--- src/rtl/lcd_ctrl.sv ---
// -----------------------------------------------------------------------------
// lcd_ctrl
//
// Write-only controller for an HD44780-style character LCD. The core writes a
// single 32-bit register; a rising edge on its STROBE bit launches one bus
// write of RS/DATA, timed as:
//
//   SETUP (T_SETUP, EN=0) -> PULSE (T_EN, EN=1) -> HOLD (T_HOLD, EN=0)
//     -> WAIT (T_EXEC, or T_EXEC_LONG for clear/home) -> IDLE or next write
//
// A single pending slot absorbs one request that arrives while a write is in
// flight. A request that finds the slot already full is dropped and sets the
// sticky overrun flag.
//
// Ports
//   i_clk       clock
//   i_reset     asynchronous active-low reset
//   i_io_lcd    core register: [31] ON, [10] STROBE, [9] RS, [8] RW (ignored),
//               [7:0] DATA
//   o_lcd_data  LCD data bus
//   o_lcd_rs    LCD register select
//   o_lcd_rw    LCD read/write, tied to write (0)
//   o_lcd_en    LCD enable strobe
//   o_lcd_on    panel power, i_io_lcd[31] delayed by one cycle
//   o_busy      write in flight or a request pending
//   o_overrun   sticky: a request was dropped since reset
//
// Handshake: there is no ready back to the core. A request is accepted when
// it is seen (directly if idle, into the pending slot otherwise); the core
// should poll o_busy and only strobe again once o_busy is low if it must not
// lose writes. o_overrun records any loss.
//
// The FSM state is held in state_q (see the ST_* encodings) so that checkers
// can bind to it directly.
// -----------------------------------------------------------------------------
module lcd_ctrl #(
  parameter int T_SETUP     = 2,
  parameter int T_EN        = 12,
  parameter int T_HOLD      = 2,
  parameter int T_EXEC      = 2000,
  parameter int T_EXEC_LONG = 82000
) (
  input  logic        i_clk,
  input  logic        i_reset,
  input  logic [31:0] i_io_lcd,
  output logic [7:0]  o_lcd_data,
  output logic        o_lcd_rs,
  output logic        o_lcd_rw,
  output logic        o_lcd_en,
  output logic        o_lcd_on,
  output logic        o_busy,
  output logic        o_overrun
);

  // Counter is wide enough for the longest wait, and never narrower than 17
  // bits so the default 82000-cycle wait always fits.
  localparam int MAX_T  = (T_EXEC_LONG > T_EXEC) ? T_EXEC_LONG : T_EXEC;
  localparam int NEED_W = $clog2(MAX_T + 1);
  localparam int CNT_W  = (NEED_W > 17) ? NEED_W : 17;

  // Each phase loads (duration - 1) and leaves the phase when the count is 0,
  // so a phase of length T occupies exactly T clock cycles.
  localparam logic [CNT_W-1:0] LD_SETUP = CNT_W'(T_SETUP - 1);
  localparam logic [CNT_W-1:0] LD_EN    = CNT_W'(T_EN - 1);
  localparam logic [CNT_W-1:0] LD_HOLD  = CNT_W'(T_HOLD - 1);
  localparam logic [CNT_W-1:0] LD_EXEC  = CNT_W'(T_EXEC - 1);
  localparam logic [CNT_W-1:0] LD_LONG  = CNT_W'(T_EXEC_LONG - 1);
  localparam logic [CNT_W-1:0] CNT_ONE  = CNT_W'(1);

  localparam logic [2:0] ST_IDLE  = 3'd0;
  localparam logic [2:0] ST_SETUP = 3'd1;
  localparam logic [2:0] ST_PULSE = 3'd2;
  localparam logic [2:0] ST_HOLD  = 3'd3;
  localparam logic [2:0] ST_WAIT  = 3'd4;

  // ---------------------------------------------------------------------------
  // Registers
  // ---------------------------------------------------------------------------
  logic [2:0]       state_q,     state_d;
  logic [CNT_W-1:0] cnt_q,       cnt_d;
  logic             rs_q,        rs_d;
  logic [7:0]       data_q,      data_d;
  logic             en_q,        en_d;
  logic             pend_vld_q,  pend_vld_d;
  logic             pend_rs_q,   pend_rs_d;
  logic [7:0]       pend_data_q, pend_data_d;
  logic             overrun_q,   overrun_d;
  logic             strobe_q;
  logic             armed_q;
  logic             on_q;

  // ---------------------------------------------------------------------------
  // Request detection
  // ---------------------------------------------------------------------------
  logic       req_strobe;
  logic       req_rs;
  logic [7:0] req_data;
  logic       req;
  logic       cnt_zero;
  logic       long_cmd;
  logic       req_taken;

  assign req_strobe = i_io_lcd[10];
  assign req_rs     = i_io_lcd[9];
  assign req_data   = i_io_lcd[7:0];

  // armed_q stays low after reset until STROBE has been sampled low, so a
  // STROBE already high at reset release is not mistaken for a fresh edge.
  assign req = req_strobe & ~strobe_q & armed_q;

  assign cnt_zero = (cnt_q == '0);

  // Clear display (0x01) and return home (0x02) are the slow instructions.
  assign long_cmd = ~rs_q & ((data_q == 8'h01) | (data_q == 8'h02));

  // RW and the spare register bits are not used by a write-only controller.
  logic unused_io_bits;
  assign unused_io_bits = ^{i_io_lcd[30:11], i_io_lcd[8]};

  // ---------------------------------------------------------------------------
  // Next-state logic
  // ---------------------------------------------------------------------------
  always_comb begin
    state_d     = state_q;
    cnt_d       = cnt_q;
    rs_d        = rs_q;
    data_d      = data_q;
    en_d        = en_q;
    pend_vld_d  = pend_vld_q;
    pend_rs_d   = pend_rs_q;
    pend_data_d = pend_data_q;
    overrun_d   = overrun_q;
    req_taken   = 1'b0;

    case (state_q)
      ST_IDLE: begin
        if (req) begin
          state_d   = ST_SETUP;
          cnt_d     = LD_SETUP;
          rs_d      = req_rs;
          data_d    = req_data;
          req_taken = 1'b1;
        end
      end

      ST_SETUP: begin
        if (cnt_zero) begin
          state_d = ST_PULSE;
          cnt_d   = LD_EN;
          en_d    = 1'b1;
        end else begin
          cnt_d = cnt_q - CNT_ONE;
        end
      end

      ST_PULSE: begin
        if (cnt_zero) begin
          state_d = ST_HOLD;
          cnt_d   = LD_HOLD;
          en_d    = 1'b0;
        end else begin
          cnt_d = cnt_q - CNT_ONE;
        end
      end

      ST_HOLD: begin
        if (cnt_zero) begin
          state_d = ST_WAIT;
          cnt_d   = long_cmd ? LD_LONG : LD_EXEC;
        end else begin
          cnt_d = cnt_q - CNT_ONE;
        end
      end

      ST_WAIT: begin
        if (cnt_zero) begin
          if (pend_vld_q) begin
            // Pending write goes first; it was queued before any new request.
            state_d    = ST_SETUP;
            cnt_d      = LD_SETUP;
            rs_d       = pend_rs_q;
            data_d     = pend_data_q;
            pend_vld_d = 1'b0;
          end else if (req) begin
            // Request landing exactly on expiry bypasses the slot.
            state_d   = ST_SETUP;
            cnt_d     = LD_SETUP;
            rs_d      = req_rs;
            data_d    = req_data;
            req_taken = 1'b1;
          end else begin
            state_d = ST_IDLE;
          end
        end else begin
          cnt_d = cnt_q - CNT_ONE;
        end
      end

      default: begin
        state_d = ST_IDLE;
        cnt_d   = '0;
        en_d    = 1'b0;
      end
    endcase

    // Requests not taken straight into SETUP go to the pending slot. The slot
    // occupancy is judged before this edge, so a request on the same edge the
    // slot drains into SETUP is still treated as a collision and dropped.
    if (req && !req_taken) begin
      if (!pend_vld_q) begin
        pend_vld_d  = 1'b1;
        pend_rs_d   = req_rs;
        pend_data_d = req_data;
      end else begin
        overrun_d = 1'b1;
      end
    end
  end

  // ---------------------------------------------------------------------------
  // State registers
  // ---------------------------------------------------------------------------
  always_ff @(posedge i_clk or negedge i_reset) begin
    if (!i_reset) begin
      state_q     <= ST_IDLE;
      cnt_q       <= '0;
      rs_q        <= 1'b0;
      data_q      <= 8'h00;
      en_q        <= 1'b0;
      pend_vld_q  <= 1'b0;
      pend_rs_q   <= 1'b0;
      pend_data_q <= 8'h00;
      overrun_q   <= 1'b0;
      strobe_q    <= 1'b0;
      armed_q     <= 1'b0;
      on_q        <= 1'b0;
    end else begin
      state_q     <= state_d;
      cnt_q       <= cnt_d;
      rs_q        <= rs_d;
      data_q      <= data_d;
      en_q        <= en_d;
      pend_vld_q  <= pend_vld_d;
      pend_rs_q   <= pend_rs_d;
      pend_data_q <= pend_data_d;
      overrun_q   <= overrun_d;
      strobe_q    <= req_strobe;
      armed_q     <= armed_q | ~req_strobe;
      on_q        <= i_io_lcd[31];
    end
  end

  // ---------------------------------------------------------------------------
  // Outputs
  // ---------------------------------------------------------------------------
  assign o_lcd_data = data_q;
  assign o_lcd_rs   = rs_q;
  assign o_lcd_rw   = 1'b0;
  assign o_lcd_en   = en_q;
  assign o_lcd_on   = on_q;
  assign o_busy     = (state_q != ST_IDLE) | pend_vld_q;
  assign o_overrun  = overrun_q;

endmodule

--- config.mk ---
export PLATFORM = sky130hd
export DESIGN_NAME = lcd_ctrl
export DESIGN_NICKNAME = d
export VERILOG_FILES = /design/src/rtl/lcd_ctrl.sv
export SDC_FILE = /design/constraint.sdc
export NUM_CORES = 1
export LEC_CHECK = 0
export BUFFER_PORTS_ARGS = -buffer_cell sky130_fd_sc_hd__clkbuf_2
export CAP_MARGIN = 20
export CORE_AREA = 2 2 69 71
export CTS_CLUSTER_SIZE = 8
export DETAILED_ROUTE_END_ITERATION = 10
export DIE_AREA = 0 0 71 73
export GPL_ROUTABILITY_DRIVEN = 0
export PLACE_DENSITY = 0.78
export SLEW_MARGIN = 20
export SYNTH_ARGS = -nofsm -noshare
export SYNTH_HDL_FRONTEND = slang
export SYNTH_SLANG_ARGS = --single-unit
export TNS_END_PERCENT = 30
--- constraint.sdc ---
create_clock -name i_clk -period 3.1 [get_ports i_clk]
set_input_delay 0.31 -clock i_clk [delete_from_list [all_inputs] [get_ports i_clk]]
set_output_delay 0.31 -clock i_clk [all_outputs]
set_load 0.03 [all_outputs]
# Yosys cells after proc, flatten, opt, wreduce, memory -nomap -nowiden
# Cells that the tools add are included.
[word_totals] reg_bits=44 input_bits=34 output_inout_bits=14 wordCells=82
[op_classes] n_addsub=1 eq_ne=11 muxes=35 bitwise_logic=11 n_reduce_logical=12
[op_table] op="$mux W17" n=7
[op_table] op="$pmux W17 S5" n=1
[op_table] op="$mux W8" n=3
[op_table] op="$logic_not A17 Y1" n=1
[op_table] op="$sub A17 B1 Y17 const B" n=1
[op_table] op="$pmux W8 S2" n=1
[op_table] op="$mux W3" n=5
[op_table] op="$pmux W3 S5" n=1
[op_table] op="$mux W1" n=14
[op_table] op="$ne A2 B2 Y1 const B" n=5
[op_table] op="$eq A8 B1 Y1 const B" n=1
[op_table] op="$eq A8 B2 Y1 const B" n=1
[op_table] op="$eq A3 B2 Y1 const B" n=2
[op_table] op="$reduce_and A2 Y1" n=3
[op_table] op="$not A1 Y1" n=5
[op_table] op="$reduce_and A5 Y1" n=1
[op_table] op="$pmux W1 S2" n=2
[op_table] op="$and A1 B1 Y1" n=3
[op_table] op="$eq A3 B1 Y1 const B" n=1
[op_table] op="$eq A3 B3 Y1 const B" n=1
[op_table] op="$logic_not A3 Y1" n=1
[op_table] op="$or A1 B1 Y1" n=3
[op_table] op="$pmux W1 S3" n=1
[op_table] op="$reduce_and A3 Y1" n=1
[op_table] op="5 further kinds" n=5

# Depth between registers and ports, before layout
# Gate-level depths: netlist of run 1.
[logic_depth] word_depth=10 depth_mapped=8 ltp_nobuf=7

# Worst setup path after synthesis of run 1
# Ideal clock, no wire load.
[synth_path] path_type="reg-to-reg" startpoint="register cnt_q[0]" endpoint="register cnt_q[12]" setup_ps=122 t_arrival_ps=2259 required_ps=2978 slack_ps=720 path_stages_with_launch=8 period_less_slack_ps=2380 path_cell_list="dfrtp_1 > inv_1 > ha_1 > or4b_4 > or3_4 > or3_1 > a211o_1 > a32o_1"
[synth_via] elab_chain_cells=3 elab_cells_between_ends=7 cone_classes="add/sub: 1; mux: 5; reduce/logical: 1"
[synth_lines] item="start: declaration" line_no="80" text="logic [CNT_W-1:0] cnt_q, cnt_d;"
[synth_lines] item="start signal: assignment" line_no="239" text="cnt_q <= cnt_d;"
[synth_lines] item="$sub A17 B1 Y17 / $logic_not A17 Y1 (equally long branches)"
[synth_lines] item="$mux W17, on equally long branches"
[synth_lines] item="$pmux W17 S5 *" line_no="135" text="case (state_q)"
[synth_lines] item="via cnt_d[12]" line_no="80"
# Mark *: on every way through the listed nets, which the timed path passes. The rest lies on a longest branch.
# A chain may end at the register's enable or synchronous reset.

# Worst setup path in the final report of run 1
# Same ends and word-level chain as after synthesis.

==> results.json, run 1 <==
{
  "fp.dieH_um": 73,
  "ios": 48,
  "cpMaxStageDelayCell": "or4b_4",
  "cp.arrival_ns": 2.76,
  "layout-drive-gt1-share": 0.231,
  "cts_tree": "yes",
  "rsz0062_at_grt": "no",
  "fill_cells": 378,
  "multi_input_area_um2": 1160,
  "tns_ns": 0,
  "clock-skew-final_ns": 0.00701,
  "hold_slack_ns": -0.00549,
  "synth_top_area_share": 0.469,
  "io_buffers": 25,
  "synth_area_per_cell_um2": 9.99,
  "yosysMostFrequentCell": "dfrtp_1",
  "first_global_vias": 1879,
  "path_clk_slew_ns": 0.09,
  "holdBufCountCts": 0,
  "status": "finished, violations left",
  "synth_common_cells": "44 x dfrtp_1, 16 x nor2_1, 12 x nand2_1",
  "fin_area_um2": 2620,
  "netlist_instances": 235,
  "syn_to_final_growth_pct": 11.6,
  "critPathMaxFanout": 5,
  "synth_area_um2": 2350,
  "slew_viol_final": 0,
  "gr-total-overflow": 0,
  "min_period_over_period": 0.828,
  "crit-reg2reg-launch": "cnt_q[0]",
  "nNetsFinal": 294,
  "synthesis.nets": 270,
  "die-area_um2": 5180,
  "synthAdderAreaFrac": 0.00959,
  "clk_latency_ns": 0.30,
  "synth_cell_types": 56,
  "cts_resized": 0,
  "async_flop_share": 1.00,
  "synth_compound_area_frac": 0.235,
  "start_util": 0.518,
  "cp.required_ns": 3.29,
  "synth-main-ff-cell": "dfrtp_1",
  "ys_seq_area_frac": 0.469,
  "drt_iter0_drc": 94,
  "worstPathCellList": "inv_1 > ha_1 > or4b_4 > or3_4 > or3_1 > a211o_1 > a32o_1",
  "ys_ff_latch": 44,
  "numCtsBuffers": 5,
  "layout.cells.non_filler": 314,
  "synth_edf_count": 0,
  "wl_per_cell_um": 16.4,
  "dpl.hpwl_um": 3620,
  "cts_sinks": 44,
  "p_leak_uw": 0.00115,
  "dp_cells": 306,
  "ys_warn_count": 0,
  "postPlaceCellArea_um2": 2510,
  "synth_mux_area_frac": 0.0432,
  "worstMarginPinSlew_ns": 0.715,
  "route.detailed.drc": 0,
  "timing.fmax_ghz": 0.390,
  "maxSlewHeadroom": 0.521,
  "area.sequential_um2": 1100,
  "end_kind": "register",
  "htreeDepth": 2,
  "yosysTopAreaCell": "dfrtp_1",
  "drtAntennaViolNets": 0,
  "vdd_ir_drop_max_uv": 608,
  "antenna_cells": 0,
  "synth_top_family_by_area": "compound AO/OA/AOI/OAI gates",
  "critical_path.startpoint": "cnt_q[0]",
  "path_class": "reg2reg",
  "clockRootBuffer": "clkbuf_8",
  "synth-xor-area-share": 0.00746,
  "synth_area_leaders": "dfrtp_1 47%, mux2_2 4.3%, a2bb2oi_1 3.7%",
  "cts_setup_buffers": 0,
  "max-cap-violations": 0,
  "hold_viol_final": 8,
  "grt_max_degree": 45,
  "routed_wl_um": 5150,
  "std_cell_rows": 25,
  "min_path_type": "in2async",
  "antenna_found_initial": 0,
  "synth-simple-area-share": 0.196,
  "fp.dieW_um": 71,
  "cp_slowest_stage_delay_ns": 0.52,
  "core_region_area_um2": 4540,
  "via_count": 1965,
  "p_per_area_nw_per_um2": 974,
  "vias_per_cell": 6.26,
  "grt_pass1_wl_um": 8630,
  "violations": "negative hold slack",
  "grt_usage": 0.213,
  "start_kind": "register",
  "period_minus_slack_ns": 2.57,
  "ctsLongestPathBuffers": 2,
  "first_pass_iters": 4,
  "setup_viol": 0
}
## through the flow
stage,setup slack [ns],total power (uW),utilization
5_1_grt,0.344,2730,0.578
3_5_place_dp,0.552,2110,0.553
6_report,0.533,2550,0.578
4_1_cts,0.537,2560,0.577
3_3_place_gp,0.578,2080,0.553
2_1_floorplan,0.720,1840,-
## cells by family (layout without fill, tap and decap cells)
logic type,count (synthesis),after routing
adders and majority gates,2,2
AOI/OAI and AO/OA,77,77
other,1,1
and+or+nand+nor,81,81
muxes,9,9
DFF,44,44
xor gates and xnor gates,2,2
buffers and inverters,19,44
## layout by cell type, fill, tap and decap left out, types with 3 or more instances in the layout
| cell | n |
|---|---|
| a31oi_1 | 4 |
| a21oi_1 | 11 |
| nand2_1 | 12 |
| o31ai_1 | 7 |
| dfrtp_1 | 44 |
| clkbuf_8 | 5 |
| o21ai_0 | 10 |
| mux2_2 | 9 |
| inv_1 | 7 |
| nor4_1 | 5 |
| nor2_1 | 16 |
| buf_4 | 5 |
| or3_1 | 5 |
| and3_1 | 4 |
| or2_2 | 4 |
| nand3_1 | 10 |
| nor3_1 | 7 |
| clkbuf_2 | 24 |
| a2bb2oi_1 | 10 |
| a211o_1 | 3 |
| o22ai_1 | 9 |
| a211oi_1 | 5 |
## worst max-delay path, delay by kind of cell, from the launching register on
kind / cells / cell delay (ns)
buf+inv: 1 / 0.07
flops: 1 / 0.44
simple gates: 3 / 1.23
compound gates: 2 / 0.50
fa+ha+maj: 1 / 0.21
## layer usage
metal	vias to the layer above	GRT usage	share of wire
met5	-	0	0
li1	955	-	-
met3	6	0.0442	0.053
met2	50	0.352	0.48
met4	0	0.0692	0.011
met1	954	0.282	0.46
## final timing paths
path | end | slack, ns | cells past startpoint
worst max-delay path | cnt_q[12] | 0.53 | 7
worst min-delay path | cnt_q[3] | -0.005 | 1
worst max register to register | cnt_q[12] | 0.53 | 7
worst min register to register | o_overrun | 0.47 | 1
max in group asynchronous | pend_data_q[7] | 2.73 | 1
min in group i_clk | o_lcd_on | 0.12 | 1
## state kept, by name, summed over array words and instances (netlist names)
| register | flops |
|---|---|
| pend_rs_q | 1 |
| pend_vld_q | 1 |
| o_lcd_en | 1 |
| state_q | 3 |
| o_lcd_data | 8 |
| cnt_q | 17 |
| o_overrun | 1 |
| o_lcd_on | 1 |
| pend_data_q | 8 |
| armed_q | 1 |
| o_lcd_rs | 1 |
| strobe_q | 1 |
## report_power, final
| part | internal (uW) | leakage [uW] | switching, uW |
|---|---|---|---|
| Combinational | 465 | 0.000569 | 614 |
| Clock | 238 | 0.0000541 | 201 |
| Sequential | 794 | 0.000528 | 240 |
## area by class of cell
cell class,count,area share
Clock inverter,3,0.0162
Sequential cell,44,0.420
Inverter,7,0.0100
Clock buffer,5,0.0263
Timing Repair Buffer,29,0.0601
Tap cell,54,0.0258
Multi-Input combinational cell,172,0.442
Power figures use the tool's default switching activity.
==> run 2, diff against run 1 <==
clock period = 2.5 ns   (was 3.1 ns; I/O delays follow)
==> run 2 against run 1 <==
Net effect: register-to-register slack got worse by 0.43 ns; the flow now finishes without violations; global-route usage increased by 1.4 points; critical path depth is the same; sequential cell count did not move; count of clock-buffer cells in the layout unchanged.
==> results.json, run 2 (same netlist as run 1, synthesis figures left out) <==
{
  "cts_resized": 0,
  "worst_slack_ns": 0.104,
  "min_path_type": "in2reg",
  "drt_iter0_drc": 234,
  "vdd_ir_drop_max_uv": 739,
  "die-area_um2": 5180,
  "dp_slack_ns": 0.117,
  "hold_viol_final": 0,
  "max-cap-violations": 0,
  "final_common_cell": "dfrtp_1",
  "cp_slowest_stage_delay_ns": 0.48,
  "start_util": 0.518,
  "fill_cells": 370,
  "cp.required_ns": 2.68,
  "numCtsBuffers": 5,
  "clock-skew-final_ns": 0.00792,
  "critical_path.startpoint": "cnt_q[1]",
  "grt_max_degree": 25,
  "setup_viol": 0,
  "area.sequential_um2": 1100,
  "antenna_found_initial": 0,
  "grt_usage": 0.226,
  "ctsLongestPathBuffers": 2,
  "largest_register_ffs": 17,
  "clk_latency_ns": 0.29,
  "vias_per_cell": 6.35,
  "top_register": "cnt_q",
  "first_pass_iters": 4,
  "first_global_vias": 2104,
  "cp.arrival_ns": 2.58,
  "syn_to_final_growth_pct": 16.1,
  "crit-reg2reg-launch": "cnt_q[1]",
  "htreeDepth": 2,
  "critPathMaxFanout": 4,
  "std_cell_rows": 25,
  "start_kind": "register",
  "final_cell_mix": "44 x dfrtp_1, 25 x clkbuf_2, 21 x buf_4",
  "min_period_over_period": 0.959,
  "io_buffers": 25,
  "period_minus_slack_ns": 2.40,
  "nNetsFinal": 312,
  "dpl.hpwl_um": 4070,
  "p_leak_uw": 0.00122,
  "ios": 48,
  "core_region_area_um2": 4540,
  "cts_sinks": 44,
  "tns_ns": 0,
  "grt_pass1_wl_um": 9430,
  "cts_setup_buffers": 0,
  "worstMarginPinSlew_ns": 0.528,
  "fp.dieW_um": 71,
  "p_per_area_nw_per_um2": 1170,
  "cts_tree": "yes",
  "reg2reg_depth": 7,
  "slew_viol_final": 0,
  "fp.dieH_um": 73,
  "holdBufCountCts": 1,
  "drtAntennaViolNets": 0,
  "cpMaxStageDelayCell": "or4b_4",
  "route.detailed.drc": 0,
  "worstPathCellList": "inv_1 > ha_1 > or4b_4 > or3_4 > or3_1 > a211o_1 > a32o_1",
  "routed_wl_um": 5580,
  "layout-drive-gt1-share": 0.274,
  "antenna_cells": 0,
  "clockRootBuffer": "clkbuf_8",
  "rrSetupSlack_ns": 0.10,
  "rsz0062_at_grt": "no",
  "multi_input_area_um2": 1160,
  "gr-total-overflow": 0,
  "wl_per_cell_um": 16.9,
  "maxSlewHeadroom": 0.648,
  "path_clk_slew_ns": 0.09,
  "via_count": 2102,
  "end_kind": "register",
  "path_class": "reg2reg",
  "status": "finished clean",
  "cp-endpoint": "cnt_q[12]",
  "rr_endpoint": "cnt_q[12]",
  "timing.fmax_ghz": 0.417
}
-- run 2: changes by cell type in the layout (fill, tap and decap cells not counted) --
cell,before,now
buf_4,5,21
bufinv_16,1,0
dlygate4sd3_1,0,1
clkbuf_2,24,25
-- run 2: metal layers --
metal	wire (um)	up-vias	global-route usage
met4	87	0	0.0881
met5	0	-	0
met1	2520	1037	0.289
met3	260	12	0.0387
met2	2710	63	0.387
li1	-	990	-
-- run 2: worst min-delay path by stage --
stage | from | end | slack [ns] | cells after the start
3_3_place_gp | i_reset | cnt_q[2] | 0.24 | 1
3_5_place_dp | i_reset | cnt_q[2] | 0.24 | 1
4_1_cts | i_io_lcd[31] | o_lcd_on | 0.06 | 1
2_1_floorplan | i_reset | armed_q | -0.05 | 0
6_report | i_io_lcd[31] | o_lcd_on | 0.06 | 1
5_1_grt | i_io_lcd[31] | o_lcd_on | 0.05 | 1
-- run 2: metrics by stage --
| stage | power [uW] | utilization | std cells | cell area [um^2] | hold WS, ns |
|---|---|---|---|---|---|
| floorplan | 2280 | - | 235 | 2350 | -0.0456 |
| global placement | 2710 | 0.581 | 323 | 2640 | 0.237 |
| detailed placement | 2760 | 0.581 | 323 | 2640 | 0.245 |
| CTS | 3190 | 0.601 | 331 | 2730 | 0.0562 |
| global route | 3410 | 0.601 | 331 | 2730 | 0.0496 |
| finish | 3200 | 0.601 | 331 | 2730 | 0.0637 |
-- run 2: power breakdown --
group | internal [uW] | leakage (uW) | total (uW) | switching (uW)
Combinational | 677 | 0.000657 | 1510 | 837
Clock | 189 | 0.0000400 | 427 | 238
Sequential | 985 | 0.000528 | 1250 | 270
Total | 1850 | 0.00122 | 3200 | 1340
-- run 2: final cells by class --
class / count / share of cell area
clock buffers: 5 / 0.0252
clock inverters: 2 / 0.00459
flip-flops and latches: 44 / 0.404
repair buffers: 47 / 0.107
well taps: 54 / 0.0248
multi-input cells: 172 / 0.425
inverters: 7 / 0.00964
-- run 2: critical path, delay by kind of cell (launching register included) --
kind / cells / cell delay, ns
simple gates: 3 / 1.17
compound gates: 2 / 0.49
flops: 1 / 0.41
fa+ha+maj: 1 / 0.15
buf+inv: 1 / 0.06
==> run 3, diff against run 2 <==
ABC_AREA = 1   (was not set)
CORE_AREA = 2 2 105 107   (was 2 2 69 71)
DIE_AREA = 0 0 107 109   (was 0 0 71 73)
PLACE_DENSITY = not set   (was 0.78)
==> run 3 against run 2 <==
Net effect: worst setup slack better by 0.50 ns; highest routed layer unchanged; non-clock buffer count down 20; sequential share of layout area is 2.8 points lower; critical path depth decreased by 2; critical endpoint is now o_busy; die area is 130% higher; via count up 1.7%; final cell count is 52% higher; sequential power decreased by 10%; area after synthesis grew 9.3%; first-iteration DRC count is 45% lower.
==> results.json, run 3 <==
{
  "ctsLongestPathBuffers": 2,
  "top_usage_layer": "met2",
  "ys_seq_area_frac": 0.429,
  "p_clk_frac": 0.139,
  "htreeDepth": 2,
  "drtAntennaViolNets": 0,
  "core_region_area_um2": 10600,
  "syn_to_final_growth_pct": 14.1,
  "p_per_area_nw_per_um2": 1160,
  "final_common_cell": "nand2_1",
  "ys_warn_count": 0,
  "rsz0062_at_grt": "no",
  "cts_resized": 0,
  "grt_usage": 0.109,
  "routed_wl_um": 5660,
  "io_buffers": 25,
  "critPathMaxFanout": 9,
  "min_period_over_period": 0.760,
  "hold_viol_final": 0,
  "cts_sinks": 44,
  "cts_setup_buffers": 0,
  "synth-main-ff-cell": "dfrtp_1",
  "path_clk_slew_ns": 0.09,
  "first_global_vias": 2096,
  "tns_ns": 0,
  "ios": 48,
  "path_class": "reg2out",
  "postPlaceCellArea_um2": 2840,
  "die-area_um2": 11700,
  "max-cap-violations": 0,
  "grtUsageMet3": 0.0203,
  "gr-usage-met1": 0.149,
  "synth_edf_count": 0,
  "netlist_instances": 333,
  "synth_area_leaders": "dfrtp_1 43%, nand2_1 14%, inv_1 5.1%",
  "gr-total-overflow": 0,
  "fp.dieW_um": 107,
  "via_count": 2137,
  "synth_area_um2": 2570,
  "vdd_ir_drop_max_uv": 430,
  "fin_area_um2": 2930,
  "layout-drive-gt1-share": 0.204,
  "timing.fmax_ghz": 0.526,
  "numCtsBuffers": 5,
  "nNetsFinal": 396,
  "p_leak_uw": 0.00150,
  "synth_cell_types": 34,
  "vias_per_cell": 4.26,
  "synth_top_area_share": 0.429,
  "yosysTopAreaCell": "dfrtp_1",
  "use_met2": 0.167,
  "setup_viol": 0,
  "maxSlewHeadroom": 0.354,
  "synth_area_per_cell_um2": 7.71,
  "clockRootBuffer": "clkbuf_8",
  "start_util": 0.242,
  "p_comb_frac": 0.530,
  "holdBufCountCts": 0,
  "wl_per_cell_um": 11.3,
  "ys_ff_latch": 44,
  "switchingPower_uw": 1670,
  "grt_pass1_wl_um": 10100,
  "worstMarginPinSlew_ns": 0.968,
  "first_pass_iters": 4,
  "clock-skew-final_ns": 0.0118,
  "cts_tree": "yes",
  "grt_max_degree": 36,
  "synthesis.nets": 368,
  "yosysMostFrequentCell": "nand2_1",
  "antenna_found_initial": 0,
  "largest_register_ffs": 17,
  "min_path_type": "in2reg",
  "intPower_uw": 1710,
  "postLayoutCoreUtil": 0.276,
  "antenna_cells": 0,
  "synth_common_cells": "96 x nand2_1, 44 x dfrtp_1, 35 x inv_1",
  "end_kind": "output port",
  "final_cell_mix": "96 x nand2_1, 44 x dfrtp_1, 35 x inv_1",
  "p_seq_frac": 0.330,
  "clk_latency_ns": 0.32,
  "fp.dieH_um": 109,
  "sw_frac_of_total": 0.495,
  "slew_viol_final": 0,
  "start_kind": "register",
  "cp.required_ns": 2.25,
  "status": "finished clean",
  "route.detailed.drc": 0,
  "top_register": "cnt_q",
  "period_minus_slack_ns": 1.90,
  "cp.arrival_ns": 1.65,
  "async_flop_share": 1.00,
  "std_cell_rows": 38,
  "fill_cells": 1148,
  "dpl.hpwl_um": 4180,
  "hold_slack_ns": 0.0428,
  "drt_iter0_drc": 128
}
## run 3: cell types whose count changed after synthesis, sizes merged, moves of 6 or more
cell	delta
xor2	+7
o31ai	-7
o21ai	+24
inv	+35
or3	-7
o22ai	-9
a21oi	-7
nand3	+13
mux2	-9
a2bb2oi	-10
nor2	+25
a31oi	+6
nand2	+93
## run 3: final cells by class
type / instances / area (um^2) / area share
sequential: 44 / 1100 / 0.376
clock buffer: 5 / 68.8 / 0.0235
multi-input combinational: 241 / 1260 / 0.430
tap: 140 / 175 / 0.0598
inverter: 42 / 160 / 0.0547
timing repair buffer: 27 / 140 / 0.0478
clock inverter: 3 / 23.8 / 0.00811
## run 3: critical path: stages (launching register included)
cell      delay [ns]
dfrtp_1         0.47
nor2_4          0.16
nand2_2         0.19
inv_2           0.20
nand2_1         0.12
clkbuf_2        0.20
## run 3: logic make-up (layout without fill, tap and decap cells)
kind of cell | Yosys count | count (layout) | synth area share
AND/OR/NAND/NOR | 178 | 178 | 0.330
AO/OA/AOI/OAI | 50 | 50 | 0.117
buffers and inverters | 48 | 77 | 0.0799
flip-flops | 44 | 44 | 0.429
XOR/XNOR | 11 | 11 | 0.0375
adder cells (fa/ha/maj) | 1 | 1 | 0.00487
other | 1 | 1 | 0.00146
## run 3: power by group through the flow
stage	logic [uW]	registers (uW)	clock network, uW
after global routing	2060	1150	519
after floorplan	1310	1230	0
after detailed placement	1810	1130	0
after global placement	1790	1120	0
after CTS	1820	1120	494
final	1800	1120	471
## run 3: final timing paths
check	cells after the start	to	from	slack [ns]
max in group asynchronous	2	o_lcd_data[4]	i_reset	1.70
max reg2reg	9	cnt_q[6]	cnt_q[0]	0.66
min	1	o_lcd_on	i_io_lcd[31]	0.04
min reg2reg	2	armed_q	armed_q	0.46
max	5	o_busy	state_q[1]	0.60
min in group asynchronous	1	o_lcd_on	i_reset	0.08
## run 3: layer usage
metal / up-vias / part of all wire
met4: 0 / 0.020
met2: 35 / 0.43
met3: 9 / 0.044
li1: 1110 / -
met5: - / 0
met1: 983 / 0.50
## run 3: per-stage QoR
stage          setup slack (ns)  cells  power [uW]
2_1_floorplan             0.938    333        2540
3_3_place_gp              0.686    494        2910
3_5_place_dp              0.663    494        2940
4_1_cts                   0.564    502        3430
5_1_grt                   0.484    502        3730
6_report                  0.600    502        3390
